===== src/rtl/tank_game_pkg.sv =====
// rtl/tank_game_pkg.sv - shared state enum, column constants and location decoders for the tank game
package tank_game_pkg;

    typedef enum logic [1:0] {
        IDLE,
        FLY,
        DONE
    } state_t;

    localparam int TANK1_COL_MIN = 5;
    localparam int TANK2_COL_MAX = 2;
    localparam int NUM_COLS      = 8;

    typedef struct packed {
        logic       valid;
        logic [2:0] col;
    } loc_col_t;

    // tank1 may only sit on bits 3..1; bit0, zero and multi-hot are not positions
    function automatic loc_col_t tank1_loc_to_col(input logic [3:0] loc);
        loc_col_t r;
        r.valid = 1'b1;
        case (loc)
            4'b1000: r.col = 3'(TANK1_COL_MIN + 2);
            4'b0100: r.col = 3'(TANK1_COL_MIN + 1);
            4'b0010: r.col = 3'(TANK1_COL_MIN);
            default: begin
                r.valid = 1'b0;
                r.col   = 3'd0;
            end
        endcase
        return r;
    endfunction

    // tank2 may only sit on bits 2..0; bit3, zero and multi-hot are not positions
    function automatic loc_col_t tank2_loc_to_col(input logic [3:0] loc);
        loc_col_t r;
        r.valid = 1'b1;
        case (loc)
            4'b0100: r.col = 3'(TANK2_COL_MAX);
            4'b0010: r.col = 3'(TANK2_COL_MAX - 1);
            4'b0001: r.col = 3'(TANK2_COL_MAX - 2);
            default: begin
                r.valid = 1'b0;
                r.col   = 3'd0;
            end
        endcase
        return r;
    endfunction

endpackage


===== src/rtl/tick_divider.sv =====
// rtl/tick_divider.sv - clear/enable counter that strobes once every TICK_DIV enabled cycles
module tick_divider #(
    parameter int TICK_DIV = 250000
) (
    input  logic clk,
    input  logic rst,
    input  logic clr,
    input  logic en,
    output logic tick
);

    localparam int CNT_W = (TICK_DIV > 2) ? $clog2(TICK_DIV) : 1;
    localparam logic [CNT_W-1:0] CNT_LAST = CNT_W'(TICK_DIV - 1);

    logic [CNT_W-1:0] cnt;

    assign tick = en && (cnt == CNT_LAST);

    always_ff @(posedge clk) begin
        if (rst || clr) begin
            cnt <= '0;
        end else if (en) begin
            cnt <= (cnt == CNT_LAST) ? '0 : cnt + CNT_W'(1);
        end
    end

endmodule


===== src/rtl/shell_engine.sv =====
// rtl/shell_engine.sv - shell flight and hit resolution per turn; SHELL_POWER_EN enables power-limited range
module shell_engine
    import tank_game_pkg::*;
#(
    parameter int TICK_DIV = 250000
) (
    input  logic       clk,
    input  logic       rst,
    input  logic       fire_req,
    input  logic       turn,
    input  logic [3:0] tank1_location,
    input  logic [3:0] tank2_location,
    input  logic [1:0] tank1_life,
    input  logic [1:0] tank2_life,
    input  logic [2:0] power,
    output logic       busy,
    output logic       shell_valid,
    output logic [2:0] shell_col,
    output logic       hit1,
    output logic       hit2,
    output logic       turn_done
);

    state_t     state, state_next;
    loc_col_t   t1, t2;
    logic       accept, tick, shooter;
    logic       at_target, at_edge, exhausted, finish;
    logic [2:0] target_col, start_col, steps_left;

    assign t1 = tank1_loc_to_col(tank1_location);
    assign t2 = tank2_loc_to_col(tank2_location);

    // turn_done blocks the cycle in which the turn is still being handed over
    assign accept = (state == IDLE) && fire_req && !turn_done
                 && (tank1_life != 2'd0) && (tank2_life != 2'd0)
                 && t1.valid && t2.valid;

    assign start_col = turn ? (t2.col + 3'd1) : (t1.col - 3'd1);

    assign at_target = (shell_col == target_col);
    assign at_edge   = shooter ? (shell_col == 3'(NUM_COLS - 1)) : (shell_col == 3'd0);
`ifdef SHELL_POWER_EN
    assign exhausted = (steps_left == 3'd0);
`else
    assign exhausted = 1'b0;
`endif
    assign finish = tick && (at_target || exhausted || at_edge);

    assign busy        = (state != IDLE);
    assign shell_valid = (state == FLY);

    tick_divider #(
        .TICK_DIV(TICK_DIV)
    ) u_tick (
        .clk (clk),
        .rst (rst),
        .clr (accept),
        .en  (state == FLY),
        .tick(tick)
    );

    always_ff @(posedge clk) begin
        if (rst) begin
            state <= IDLE;
        end else begin
            state <= state_next;
        end
    end

    always_comb begin
        state_next = state;
        case (state)
            IDLE:    if (accept) state_next = FLY;
            FLY:     if (finish) state_next = DONE;
            DONE:    state_next = IDLE;
            default: state_next = IDLE;
        endcase
    end

    always_ff @(posedge clk) begin
        if (rst) begin
            shooter    <= 1'b0;
            target_col <= 3'd0;
            steps_left <= 3'd0;
            shell_col  <= 3'd0;
            hit1       <= 1'b0;
            hit2       <= 1'b0;
            turn_done  <= 1'b0;
        end else begin
            hit1      <= 1'b0;
            hit2      <= 1'b0;
            turn_done <= (state == DONE);
            if (accept) begin
                shooter    <= turn;
                target_col <= turn ? t1.col : t2.col;
                steps_left <= power;
                shell_col  <= start_col;
            end else if (state == FLY && tick) begin
                if (at_target) begin
                    hit1 <= shooter;
                    hit2 <= !shooter;
                end else if (!exhausted && !at_edge) begin
                    shell_col <= shooter ? (shell_col + 3'd1) : (shell_col - 3'd1);
                    if (steps_left != 3'd0) steps_left <= steps_left - 3'd1;
                end
            end
        end
    end

endmodule


===== config.mk =====
export PLATFORM = sky130hd
export DESIGN_NAME = shell_engine
export DESIGN_NICKNAME = d
export VERILOG_FILES = /design/src/rtl/tank_game_pkg.sv /design/src/rtl/tick_divider.sv /design/src/rtl/shell_engine.sv
export SDC_FILE = /design/constraint.sdc
export NUM_CORES = 1
export LEC_CHECK = 0
export BUFFER_PORTS_ARGS = -buffer_cell sky130_fd_sc_hd__clkbuf_2
export CAP_MARGIN = 20
export CORE_MARGIN = 4
export CORE_UTILIZATION = 55
export DETAILED_ROUTE_END_ITERATION = 10
export PLACE_DENSITY = 0.78
export SYNTH_ARGS = -nofsm -noshare
export SYNTH_HDL_FRONTEND = slang
export SYNTH_HIERARCHICAL = 1
export SYNTH_SLANG_ARGS = --single-unit

===== constraint.sdc =====
create_clock -name clk -period 3.05 [get_ports clk]
set_input_delay 0 -clock clk [delete_from_list [all_inputs] [get_ports clk]]
set_output_delay 0 -clock clk [all_outputs]
set_load 0.01 [all_outputs]

==> results.yml, run 1 <==
drt:
  route.antenna.remaining_nets: 0
  first_pass_iters: 4
  vias: 1486
  avgRoutedWirePerCell_um: 13.86
  drc_errors: 0
  viasPerCell: 6.090
  wl_um: 3381
  drtIter0Drc: 90
setup_path:
  crit_type: "reg -> reg"
  ff2ff_setup_slack_ns: 0.39
  cp-end-kind: "flip-flop"
  rr_worst_depth: 9
  reg2reg_to: "shell_col[0]"
  rr_startpoint: "u_tick/cnt[0]"
  setup.worst_path.end: "shell_col[0]"
  required_ns: 3.28
  critPathMaxFanout: 8
  critPathLaunch: "u_tick/cnt[0]"
  startpoint_type: "flip-flop"
  arrival_ns: 2.90
clock_tree:
  htree_levels: 2
  cts_hold_buf: 0
  cts.repair.resized: 0
  clockBufferDepth: 2
  clock_tree.root_cell: "clkbuf_4"
  cts_sinks: 30
  insertion_delay_ns: 0.33
  cts.clk_slew.worst_paths_ns: 0.10
  cts_tree: "yes"
  tritoncts.num_buffers: 5
  cts_setup_buffers: 0
synthesis:
  yosysTopAreaCell: "dfxtp_1"
  yosys_most_used_dff: "dfxtp_1"
  avgSynthCellArea_sq_um: 8.792
  yosys_register_bits: 30
  yosysSeqAreaShare_pct: 36.53
  yosys-top-cells-area: "dfxtp_1 37%, xnor2_1 7.5%, nor2_1 4.6%"
  syn_area_sq_um: 1644
  synth_cells: 187
  ys_types: 49
  async_flop_share_pct: 0
  synth_nets: 211
  netlist.area_leader.share_pct: 36.53
  synth_edf_count: 0
  yosysWarnings: 6
floorplan:
  die-area_sq_um: 3928
  fp.dieH_um: 62.68
  ios: 27
  rows: 19
  core-area_sq_um: 2805
  initial_core_util_pct: 58.61
  die_w_um: 62.68
final_layout:
  final_cell_mix: "30 x dfxtp_1, 23 x clkbuf_2, 20 x nor2_1"
  final_layout_size_suffix_gt1_share_pct: 19.72
  n_antenna_cell: 0
  fin_nets: 236
  layout_commonest_cell: "dfxtp_1"
  syn_to_final_growth_pct: 13.01
placed_design:
  place_congestion: 0.8419
  io_buffer_count: 23
  dp_hpwl_um: 2528
grt:
  overflow: 0
  grt_max_degree: 19
  grt_pass1_wl_um: 5865
  grt_antenna_before_repair: 0
  first_global_vias: 1412
  grt_usage_pct: 18.34
sta:
  fin_setup_tns_ns: 0
  setup_viol: 0
  max_freq_ghz: 0.3755
  tightestPinTransition_ns: 0.7195
  rsz0062_at_grt: "false"
  fin_crit_ns: 2.663
  fin_skew_ns: 0.01129
  hold_viol_final: 0
  drv_slew: 0
  whs_ns: 0.04279
  fin_crit_sh_pct: 87.32
  timing.slew.headroom_pct: 52.02
worst_hold_path:
  holdPathStages: 3
  hp-class: "in -> reg"
power_and_ir_drop:
  irDropWorstVdd_v: 0.0002243
  finalPower_uw: 747.4
  power_leakage_uw: 0.0006700
  power_density_nw_per_um2: 402.3
flow_run:
  cap_viol_max_count: 0
outcome:
  status: "finished clean"
## power by group
group,switching (uW),internal [uW]
logic,26.7,20.9
clock network,136,170
registers,1.81,392
total,164,583
## final cells by class
| type | count | area, sq um |
|---|---|---|
| fill | 251 | 947.2 |
| sequential | 30 | 600.6 |
| clock buffer | 5 | 37.54 |
| timing repair buffer | 24 | 125.1 |
| multi-input combinational | 143 | 985.9 |
| inverter | 8 | 30.03 |
| clock inverter | 3 | 40.04 |
| tap | 31 | 38.79 |
## sequential cells by signal, indices dropped and copies added, names as in the netlist
signal      cells
state           2
target_col      3
hit2            1
u_tick/cnt     18
shooter         1
shell_col       3
hit1            1
turn_done       1
## synth_stat cells (2+ instances only)
master	number
a211oi_1	2
a21oi_1	8
and3_1	2
buf_2	4
clkbuf_1	2
dfxtp_1	30
ha_1	4
inv_1	7
mux2i_1	5
nand2_1	10
nand3_1	14
nand4_1	6
nor2_1	20
nor4_1	9
nor4b_1	2
o211ai_1	2
o21ai_0	5
o31ai_1	3
or3_1	2
or4_1	2
xnor2_1	14
xor2_1	7
## worst max-delay path, cell delays in order (launching register included)
cell and delay (ns):
dfxtp_1 0.49, ha_1 0.23, nand4_1 0.23, or3_1 0.45
nor2_1 0.20, nand3b_1 0.18, a31oi_1 0.26, nand2_1 0.11
o21a_1 0.18, a221oi_1 0.25
## metrics by stage
| stage | std cells | setup slack (ns) | area, sq um | utilization (%) |
|---|---|---|---|---|
| floorplan | 187 | 0.6925 | 1644 | - |
| global placement | 235 | 0.5266 | 1770 | 63.11 |
| detailed placement | 235 | 0.4319 | 1770 | 63.11 |
| CTS | 243 | 0.4211 | 1848 | 65.88 |
| global route | 244 | 0.1535 | 1858 | 66.24 |
| finish | 244 | 0.3868 | 1858 | 66.24 |
## worst min-delay path by stage
stage | from | endpoint | slack (ns)
global placement | rst | target_col[2] | 0.36
CTS | rst | target_col[2] | 0.01
global route | turn | target_col[2] | 0.03
finish | turn | target_col[2] | 0.04
floorplan | rst | hit1 | 0.08
detailed placement | rst | target_col[2] | 0.37
## cells by family (layout without fill, tap and decap cells)
family | Yosys count | in the layout | share of synthesized area [%]
and+or+nand+nor | 83 | 83 | 29.68
DFF | 30 | 30 | 36.53
AOI/OAI and AO/OA | 29 | 29 | 11.80
xor gates and xnor gates | 21 | 21 | 11.19
buffers and inverters | 14 | 40 | 3.501
adders and majority gates | 5 | 5 | 4.262
muxes | 5 | 5 | 3.044
## routing by layer
layer	global-route usage [%]	vias to the layer above	share of wire, %
met2	32.76	44	52
li1	-	734	-
met1	18.74	699	41
met4	7.713	0	1.5
met3	7.554	9	5.8
met5	0	-	0
(Power assumes the default switching activity.)
==> run 2, diff against run 1 <==
--- a/config.mk
+++ b/config.mk
@@ -13,5 +13,4 @@
 export PLACE_DENSITY = 0.78
 export SYNTH_ARGS = -nofsm -noshare
 export SYNTH_HDL_FRONTEND = slang
-export SYNTH_HIERARCHICAL = 1
 export SYNTH_SLANG_ARGS = --single-unit
==> run 2 against run 1 <==
Against the previous run:
- clock-buffer cell count rose by 2
- final area grew 0.61%
- first-iteration DRC count is 29% lower
- setup slack better by 0.52 ns
- critical path type unchanged
- largest power group unchanged
==> results.yml, run 2 <==
setup_path:
  cp-end-kind: "flip-flop"
  rr_startpoint: "state[0]"
  slowest_delay_ns: 0.48
  crit_type: "reg -> reg"
  path_cells: "nor2b_1, nand4_1, nor4_1, xnor2_1, nor2_1"
  rr_worst_depth: 5
  critPathMaxFanout: 8
  startpoint_type: "flip-flop"
  slowest_stage: "nand4_1"
  critPathLaunch: "state[0]"
  arrival_ns: 2.35
  ff2ff_setup_slack_ns: 0.91
  required_ns: 3.26
synthesis:
  yosys-top-cells-area: "dfxtp_1 36%, xnor2_1 7.9%, nor2_1 7.4%"
  yosysSeqAreaShare_pct: 36.06
  synth_nets: 207
  async_flop_share_pct: 0
  yosys_register_bits: 30
  ys_types: 41
  avgSynthCellArea_sq_um: 9.100
  yosys_most_used_dff: "dfxtp_1"
  synth_edf_count: 0
  yosysWarnings: 0
  netlist.area_leader.share_pct: 36.06
  syn_area_sq_um: 1665
  synth_commonest_cells: "33 x nor2_1, 30 x dfxtp_1, 15 x xnor2_1"
  synth_cells: 183
  yosysTopAreaCell: "dfxtp_1"
  yosysMostFrequentCell: "nor2_1"
sta:
  fin_crit_ns: 2.138
  fin_crit_sh_pct: 70.11
  fin_skew_ns: 0.01202
  max_freq_ghz: 0.4676
  tightestPinTransition_ns: 0.7631
  drv_slew: 0
  hold_viol_final: 0
  fin_setup_tns_ns: 0
  setup_viol: 0
  rsz0062_at_grt: "false"
  whs_ns: 0.03915
  timing.slew.headroom_pct: 48.74
clock_tree:
  cts.repair.resized: 0
  cts_sinks: 30
  cts_tree: "yes"
  cts.clk_slew.worst_paths_ns: 0.10
  insertion_delay_ns: 0.33
  clock_tree.root_cell: "clkbuf_4"
  tritoncts.num_buffers: 5
  htree_levels: 2
  clockBufferDepth: 2
placed_design:
  place_congestion: 0.8213
  dp_hpwl_um: 2702
  dpl.cell_count: 233
  io_buffer_count: 23
floorplan:
  rows: 19
  die_w_um: 63.03
  ios: 27
  die-area_sq_um: 3972
  initial_core_util_pct: 58.87
  fp.dieH_um: 63.03
  core-area_sq_um: 2829
worst_hold_path:
  hp-class: "in -> reg"
  holdPathStages: 3
  holdCritStartpoint: "turn"
drt:
  wl_um: 3425
  avgRoutedWirePerCell_um: 14.15
  drc_errors: 0
  vias: 1388
  first_pass_iters: 4
  drtIter0Drc: 64
  viasPerCell: 5.736
  route.antenna.remaining_nets: 0
power_and_ir_drop:
  swShare_pct: 23.80
  finalPower_uw: 688.5
  clockPowerShare_pct: 35.5
  power_leakage_uw: 0.0007626
  p_int_uw: 524.6
  power_density_nw_per_um2: 368.3
  irDropWorstVdd_v: 0.0002743
  power_frac_seq_pct: 57.3
  netSwitchingPower_uw: 163.8
  comb_power_share_pct: 7.2
final_layout:
  fill_cells: 246
  n_antenna_cell: 0
  fin_nets: 234
  final_layout_size_suffix_gt1_share_pct: 22.75
  top_regs: "u_tick.cnt: 18 flops, shell_col: 3 flops, target_col: 3 flops"
  post-route-util_pct: 66.08
  largest_reg_flops: 18
  layout_commonest_cell: "nor2_1"
  instances_no_fill: 242
  final_cell_mix: "33 x nor2_1, 30 x dfxtp_1, 23 x clkbuf_2"
  top_register: "u_tick.cnt"
  syn_to_final_growth_pct: 12.25
outcome:
  status: "finished clean"
grt:
  first_global_vias: 1391
  grt_antenna_before_repair: 0
  grt_usage_pct: 18.95
  grt_pass1_wl_um: 6016
  grt_max_degree: 19
  overflow: 0
flow_run:
  cap_viol_max_count: 0
-- run 2: changes by cell type in the layout (fill, tap and decap cells not counted), sizes merged, moves of 3 or more --
cell    change
nand3      -10
a21oi       -7
o31ai       -3
a211oi      +5
o21ai       -3
nor4        -4
nor3       +10
nor2       +13
-- run 2: power groups by stage --
stage,clock [uW],combinational [uW],sequential [uW]
4_1_cts,252,49.4,394
6_report,245,49.6,394
3_5_place_dp,0,48.2,404
2_1_floorplan,0,29.7,403
3_3_place_gp,0,44.9,403
5_1_grt,272,54.7,395
-- run 2: metal layers --
metal,global-route usage (%),vias to the layer above,wire (um)
met5,0,-,0
met4,8.815,0,42
met3,6.115,6,109
met2,32.94,21,1835
met1,20.66,669,1438
li1,-,692,-
-- run 2: kinds of logic (layout without fill, tap and decap cells) --
logic type / count (synthesis) / in the layout / synth area share, %
xor+xnor: 24 / 24 / 12.62
buf+inv: 13 / 41 / 3.231
compound gates: 14 / 14 / 6.837
mux: 6 / 6 / 3.606
simple gates: 91 / 91 / 33.43
flops: 30 / 30 / 36.06
fa+ha+maj: 5 / 5 / 4.208
-- run 2: worst max-delay path: cells and delay by family, from the launching register on --
| family | cells | cell delay (ns) |
|---|---|---|
| XOR/XNOR | 1 | 0.18 |
| flip-flops | 1 | 0.41 |
| AND/OR/NAND/NOR | 4 | 1.42 |
-- run 2: metrics by stage --
step	instance area, sq um	worst slack, ns
4_1_cts	1869	0.9352
2_1_floorplan	1665	1.140
3_3_place_gp	1799	0.8164
6_report	1869	0.9116
5_1_grt	1869	0.7387
3_5_place_dp	1799	0.6915
-- run 2: final timing paths --
path	to
worst min-delay path	target_col[2]
worst min register to register	target_col[0]
worst max register to register	u_tick.cnt[13]
worst max-delay path	u_tick.cnt[13]
-- run 2: repair_timing --
item,CTS,global route
setup buffers,0,0
hold buffers,1,0
endpoints found under the hold margin,8,0
-- run 2: final cells by class --
type	instances	area (sq um)	area share [%]
Timing Repair Buffer	24	125.1	6.693
Clock buffer	7	55.05	2.945
Tap cell	31	38.79	2.075
Inverter	9	33.78	1.807
Sequential cell	30	600.6	32.13
Multi-Input combinational cell	140	1011	54.08
Clock inverter	1	5.005	0.2677
